<file path="config.mk">
export PLATFORM = sky130hd
export DESIGN_NAME = mesi_line_array
export DESIGN_NICKNAME = d
export VERILOG_FILES = /design/src/rtl/mesi_line_array.sv
export SDC_FILE = /design/constraint.sdc
export NUM_CORES = 1
export LEC_CHECK = 0
export CAP_MARGIN = 20
export CORE_MARGIN = 8
export CORE_UTILIZATION = 45
export CTS_CLUSTER_DIAMETER = 120
export DETAILED_ROUTE_END_ITERATION = 16
export PLACE_DENSITY = 0.7
export SYNTH_ARGS = -nofsm -noshare
export SYNTH_HDL_FRONTEND = slang
export SYNTH_SLANG_ARGS = --single-unit
</file>
<file path="constraint.sdc">
create_clock -name clk -period 3.29 [get_ports clk]
set_input_delay 0.658 -clock clk [delete_from_list [all_inputs] [get_ports clk]]
set_output_delay 0.658 -clock clk [all_outputs]
set_load 0.02 [all_outputs]
</file>
<file path="src/rtl/mesi_line_array.sv">
// mesi_line_array: MESI state store and next-state engine for NUM_LINES lines.
// Takes one processor or snooped bus operation per cycle and registers the
// old/new line state, the bus operation to issue and the snoop reply.
// CLEAR sweeps every line back to I, one line per cycle.
// Optional feature macro: MESI_STATS_EN enables the saturating hit/miss
// counters; when it is undefined, hit_cnt/miss_cnt are tied to zero.
module mesi_line_array #(
  parameter int unsigned NUM_LINES = 16,
  parameter int unsigned IDX_W     = $clog2(NUM_LINES),
  parameter int unsigned CNT_W     = 16
) (
  input  logic             clk,
  input  logic             reset,
  input  logic             op_valid,
  output logic             op_ready,
  input  logic [2:0]       op_code,
  input  logic [IDX_W-1:0] op_idx,
  input  logic [1:0]       snoop_in,
  output logic             rsp_valid,
  output logic [1:0]       rsp_old,
  output logic [1:0]       rsp_new,
  output logic [2:0]       bus_op,
  output logic [1:0]       snoop_out,
  output logic             proto_err,
  output logic [CNT_W-1:0] hit_cnt,
  output logic [CNT_W-1:0] miss_cnt
);

  localparam logic [2:0] OP_PR_RD   = 3'd0;
  localparam logic [2:0] OP_PR_WR   = 3'd1;
  localparam logic [2:0] OP_SN_RD   = 3'd2;
  localparam logic [2:0] OP_SN_WR   = 3'd3;
  localparam logic [2:0] OP_SN_RWIM = 3'd4;
  localparam logic [2:0] OP_SN_INV  = 3'd5;
  localparam logic [2:0] OP_CLEAR   = 3'd6;

  localparam logic [1:0] ST_I = 2'b00;
  localparam logic [1:0] ST_S = 2'b01;
  localparam logic [1:0] ST_E = 2'b10;
  localparam logic [1:0] ST_M = 2'b11;

  localparam logic [2:0] BUS_NONE  = 3'd0;
  localparam logic [2:0] BUS_READ  = 3'd1;
  localparam logic [2:0] BUS_WRITE = 3'd2;
  localparam logic [2:0] BUS_INV   = 3'd3;
  localparam logic [2:0] BUS_RWIM  = 3'd4;

  localparam logic [1:0] SNP_HIT   = 2'b00;
  localparam logic [1:0] SNP_HITM  = 2'b01;
  localparam logic [1:0] SNP_NOHIT = 2'b10;

  localparam logic [IDX_W-1:0] LAST_IDX = IDX_W'(NUM_LINES - 1);

  typedef enum logic {IDLE, SWEEP} state_t;

  state_t           state_q, state_d;
  logic [IDX_W-1:0] sweep_q, sweep_d;
  logic [1:0]       line_q [NUM_LINES];

  logic [1:0] cur_st;
  logic [1:0] nxt_st;
  logic [2:0] bus_c;
  logic [1:0] snp_c;
  logic       err_c;
  logic       accept;
  logic       do_op;
  logic       clear_done;

  assign cur_st     = line_q[op_idx];
  assign accept     = op_valid & op_ready;
  assign do_op      = accept && (state_q == IDLE) && (op_code != OP_CLEAR);
  assign clear_done = (state_q == SWEEP) && (sweep_q == LAST_IDX);

  // MESI next-state, bus request and snoop reply for the addressed line
  always_comb begin
    nxt_st = cur_st;
    bus_c  = BUS_NONE;
    snp_c  = SNP_NOHIT;
    err_c  = 1'b0;
    case (op_code)
      OP_PR_RD: begin
        if (cur_st == ST_I) begin
          bus_c  = BUS_READ;
          nxt_st = ((snoop_in == SNP_HIT) || (snoop_in == SNP_HITM)) ? ST_S : ST_E;
        end
      end
      OP_PR_WR: begin
        nxt_st = ST_M;
        if (cur_st == ST_I)      bus_c = BUS_RWIM;
        else if (cur_st == ST_S) bus_c = BUS_INV;
      end
      OP_SN_RD: begin
        if (cur_st == ST_M) begin
          nxt_st = ST_S;
          snp_c  = SNP_HITM;
          bus_c  = BUS_WRITE;
        end else if (cur_st != ST_I) begin
          nxt_st = ST_S;
          snp_c  = SNP_HIT;
        end
      end
      OP_SN_WR: begin
        err_c = (cur_st != ST_I);
      end
      OP_SN_RWIM: begin
        nxt_st = ST_I;
        if (cur_st == ST_M) begin
          snp_c = SNP_HITM;
          bus_c = BUS_WRITE;
        end else if (cur_st != ST_I) begin
          snp_c = SNP_HIT;
        end
      end
      OP_SN_INV: begin
        if (cur_st == ST_S) begin
          nxt_st = ST_I;
          snp_c  = SNP_HIT;
        end else if (cur_st != ST_I) begin
          err_c = 1'b1;
        end
      end
      default: ;
    endcase
  end

  // Sweep controller next state: CLEAR starts a walk over every line index
  always_comb begin
    state_d = state_q;
    sweep_d = sweep_q;
    case (state_q)
      IDLE: begin
        if (accept && (op_code == OP_CLEAR)) begin
          state_d = SWEEP;
          sweep_d = '0;
        end
      end
      SWEEP: begin
        sweep_d = sweep_q + IDX_W'(1);
        if (sweep_q == LAST_IDX) state_d = IDLE;
      end
      default: state_d = IDLE;
    endcase
  end

  // Line array, sweep state and registered response outputs
  always_ff @(posedge clk) begin
    if (!reset) begin
      state_q   <= IDLE;
      sweep_q   <= '0;
      for (int i = 0; i < NUM_LINES; i++) line_q[i] <= ST_I;
      op_ready  <= 1'b1;
      rsp_valid <= 1'b0;
      rsp_old   <= ST_I;
      rsp_new   <= ST_I;
      bus_op    <= BUS_NONE;
      snoop_out <= SNP_NOHIT;
      proto_err <= 1'b0;
    end else begin
      state_q   <= state_d;
      sweep_q   <= sweep_d;
      rsp_valid <= 1'b0;
      if (state_q == SWEEP) begin
        line_q[sweep_q] <= ST_I;
        if (clear_done) begin
          op_ready  <= 1'b1;
          rsp_valid <= 1'b1;
          rsp_old   <= ST_I;
          rsp_new   <= ST_I;
          bus_op    <= BUS_NONE;
          snoop_out <= SNP_NOHIT;
          proto_err <= 1'b0;
        end
      end else if (accept) begin
        if (op_code == OP_CLEAR) begin
          op_ready <= 1'b0;
        end else begin
          line_q[op_idx] <= nxt_st;
          rsp_valid      <= 1'b1;
          rsp_old        <= cur_st;
          rsp_new        <= nxt_st;
          bus_op         <= bus_c;
          snoop_out      <= snp_c;
          proto_err      <= err_c;
        end
      end
    end
  end

`ifdef MESI_STATS_EN
  logic is_pr;
  logic hit_c;
  logic miss_c;

  // Processor ops count a hit when the line is valid, a miss when it is I
  always_comb begin
    is_pr  = (op_code == OP_PR_RD) || (op_code == OP_PR_WR);
    hit_c  = do_op && is_pr && (cur_st != ST_I);
    miss_c = do_op && is_pr && (cur_st == ST_I);
  end

  // Saturating hit/miss counters, cleared by reset and by CLEAR completion
  always_ff @(posedge clk) begin
    if (!reset || clear_done) begin
      hit_cnt  <= '0;
      miss_cnt <= '0;
    end else begin
      if (hit_c && (hit_cnt != '1))   hit_cnt  <= hit_cnt + CNT_W'(1);
      if (miss_c && (miss_cnt != '1)) miss_cnt <= miss_cnt + CNT_W'(1);
    end
  end
`else
  assign hit_cnt  = '0;
  assign miss_cnt = '0;
`endif

endmodule

</file>
==> qor.csv <==
stage,metric,value,unit
floorplanning,start_util,46.1,%
logic_synthesis,yosysTopAreaCell,edfxtp_1,
finish,final_util,52.2,%
logic_synthesis,yosys_warnings,0,
critical_path,critical_path_class,primary input to register,
finish,area_growth_syn_to_layout,13.2,%
route,post_drt_wl_per_cell,16.6,um
pwr,leakage,1.34,nW
logic_synthesis,yosys-mux-area-fraction,7.43,%
placement,io_buffers,22,
finish,n_antenna_cell,0,
floorplanning,die_height,99.0,um
floorplanning,die_w,99.0,um
logic_synthesis,synth_cells,317,
finish,fin_nets,361,
route,ant_nets,0,
hold_path,hold_path_end,rsp_old[0],
grt,antenna_found_initial,0,
pwr,finalPower,1.36,mW
sta,fin_crit,3.04,ns
logic_synthesis,yosys.area_share.adder,0.404,%
critical_path,start_kind,primary input,
floorplanning,io-pin-count,56,
pwr,powerDensity,388,nW/um^2
sta,hold_viol,0,
outcome,status,"finished, final reports clean",
route,drt_iter0_drc,125,
critical_path,ff2ff_setup_slack,0.92,ns
grt,grt_pass1_vias,2378,
sta,setup-violations-final,0,
logic_synthesis,synthSimpleGateAreaFrac,18.5,%
logic_synthesis,netlist_top_cells_area,"edfxtp_1 (31%), dfxtp_1 (11%), buf_4 (8.2%)",
grt,overflow,0,
route,routed_wl,7140,um
finish,drive_above_1_share,15.2,%
critical_path,critPathSlowestCell,clkdlybuf4s50_1,
clock_network,clock_latency,0.31,ns
grt,grt_pass1_wl,12000,um
placement,place_inst,421,
critical_path,crit_required,3.33,ns
clock_network,cts.path.max_buffers,2,
clock_network,clk_pin_slew_worst_paths,0.10,ns
logic_synthesis,syn_area_per_cell,9.78,sq um
logic_synthesis,synth_flop_cell,edfxtp_1,
clock_network,cts_buffers,5,
floorplanning,dieArea,9800,sq um
logic_synthesis,synth_area,3100,sq um
sta,finClkSkew,0.00461,ns
placement,dp_hpwl,5180,um
logic_synthesis,synth_top_family_by_area,simple AND/OR/NAND/NOR gates,
sta,timing.slew.headroom,54.7,%
critical_path,slowest_delay,0.60,ns
critical_path,r2r_start,line_q[3][0],
logic_synthesis,synth_xor_xnor_area_share,0.847,%
logic_synthesis,synthArstFlopShare,0,%
flow_run,maxCapViolCount,0,
placement,gp_congestion,0.840,
hold_path,hold_class,register to register,
critical_path,arrival,3.07,ns
clock_network,cts_num_sinks,49,
critical_path,rr_endpoint,line_q[2][0],
sta,fin_crit_sh,92.3,%
critical_path,crit_chain,clkdlybuf4s50_1 > buf_4 > mux4_2 > o211ai_1 > a311oi_1 > o22ai_4 > a211oi_1,
sta,final_max_slew_viol_count,0,
clock_network,h-tree-depth,2,
route,viasPerCell,5.61,
logic_synthesis,synth-seq-cells,49,
finish,finalNonFillerCells,429,
clock_network,cts-root-buf,clkbuf_8,
critical_path,reg2reg_depth,5,
finish,layout_common_cells,"nand2_1 (47), conb_1 (32), edfxtp_1 (32), clkdlybuf4s50_1 (22), buf_4 (22)",
clock_network,cts_tree,done,
hold_path,holdPathStages,2,
finish,layout_commonest_cell,nand2_1,
sta,fmax,329,MHz
route,via_count,2407,
critical_path,path_max_fanout,16,
grt,grt_max_degree,31,
route,drc_errors,0,
sta,tightestPinTransition,0.673,ns
logic_synthesis,seq_area_frac_synth,42.0,%
logic_synthesis,ys_types,61,
floorplanning,rows,30,
critical_path,end_kind,register,
finish,fillers,621,
route,first_pass_iters,4,
hold_path,holdCritStartpoint,rsp_old[0],
logic_synthesis,synth.top_cell.area_share,31.0,%
grt,grt_use_total,15.0,%
floorplanning,coreArea,6720,sq um
logic_synthesis,synth_compound_area_share,18.2,%
logic_synthesis,synth-edff-count,32,
sta,rsz0062_at_grt,no,
pwr,vdd_ir_drop_max,0.158,mV
-- cells by family (layout without fill, tap and decap cells) --
family	after synthesis	in the layout
AOI/OAI and AO/OA	72	72
DFF	49	49
xor gates and xnor gates	3	3
buffers and inverters	60	61
other	1	32
muxes	15	15
adders and majority gates	1	1
and+or+nand+nor	116	116
-- through the flow --
step                      hold slack [ns]  instance area (sq um)  worst slack, ns  TNS [ns]
after global routing                0.486                   3510           0.0806         0
final                               0.448                   3510            0.255         0
after detailed placement            0.440                   3410           -0.258     -3.86
after global placement              0.431                   3410           -0.189     -3.10
after floorplan                     0.521                   3220            0.548         0
after CTS                           0.454                   3500           0.0644         0
-- layer usage --
layer | vias up | wire length (um) | GRT usage, %
met4 | 0 | 147 | 6.14
met3 | 10 | 353 | 2.68
met1 | 1154 | 3210 | 18.5
met2 | 73 | 3420 | 25.1
met5 | - | 0 | 0
li1 | 1170 | - | -
-- synthesized netlist by cell type (2+ instances only) --
library cell  number
buf_2              4
mux4_2             6
nand3b_1           2
a21boi_0           2
edfxtp_1          32
nor3b_1            2
inv_1              5
dfxtp_1           17
a21oi_1            3
mux2_2             4
clkbuf_1          12
buf_4             34
o2111ai_1          2
a22oi_1            3
mux2i_1            5
nor4_1             3
o211ai_1           5
nand2b_1           4
xnor2_1            2
o21ai_2            2
and3_1             3
o21a_1             4
and3b_1            2
nand4_1            3
a21o_1             2
a31oi_1            3
nand3_1            7
nand2_1           47
nand4b_1           2
nor2b_1           10
a22o_1             2
o21bai_1           3
nor2_1             9
buf_6              4
nor3_1            17
o21ai_0            8
o22a_1             2
a211oi_1          16
or3_1              2
-- state kept, by name, indices dropped and copies added, names as in the netlist --
register / cells
bus_op: 3
rsp_new: 2
sweep_q: 4
line_q: 32
state_q: 1
rsp_valid: 1
rsp_old: 2
op_ready: 1
proto_err: 1
snoop_out: 2
-- timing repair --
action / 4_1_cts / 5_1_grt
setup endpoints to repair: 0 / 16
hold buffers: 0 / 0
resized for setup: 0 / 1
setup buffers: 0 / 0
-- worst max-delay path by stage --
stage                    from      endpoint  slack, ns  cells after the start
CTS                 op_idx[0]  line_q[2][0]       0.06                      7
global route        op_idx[1]  line_q[2][0]       0.08                      7
global placement    op_idx[0]  line_q[2][0]      -0.19                      7
finish              op_idx[0]  line_q[2][0]       0.25                      7
detailed placement  op_idx[0]  line_q[2][0]      -0.26                      7
floorplan           op_idx[0]  line_q[7][1]       0.55                      9
-- worst max-delay path, delay by kind of cell --
kind                   cells  cell delay [ns]
AO/OA/AOI/OAI              4             1.04
buffers and inverters      2             0.83
multiplexers               1             0.54
-- power breakdown --
part,switching (mW),internal [mW],leakage (nW)
Clock,0.213,0.150,0.0374
Combinational,0.191,0.120,0.828
Sequential,0.0104,0.677,0.469
Total,0.414,0.946,1.34
-- final cells by class --
cell class | count | area, sq um | share of cell area [%]
Multi-Input combinational cell | 239 | 1540 | 43.8
Sequential cell | 49 | 1300 | 37.1
Timing Repair Buffer | 48 | 465 | 13.3
Tap cell | 80 | 100 | 2.85
Clock buffer | 6 | 72.6 | 2.07
Inverter | 5 | 18.8 | 0.535
Clock inverter | 2 | 15.0 | 0.428
Power figures use the tool's default switching activity.
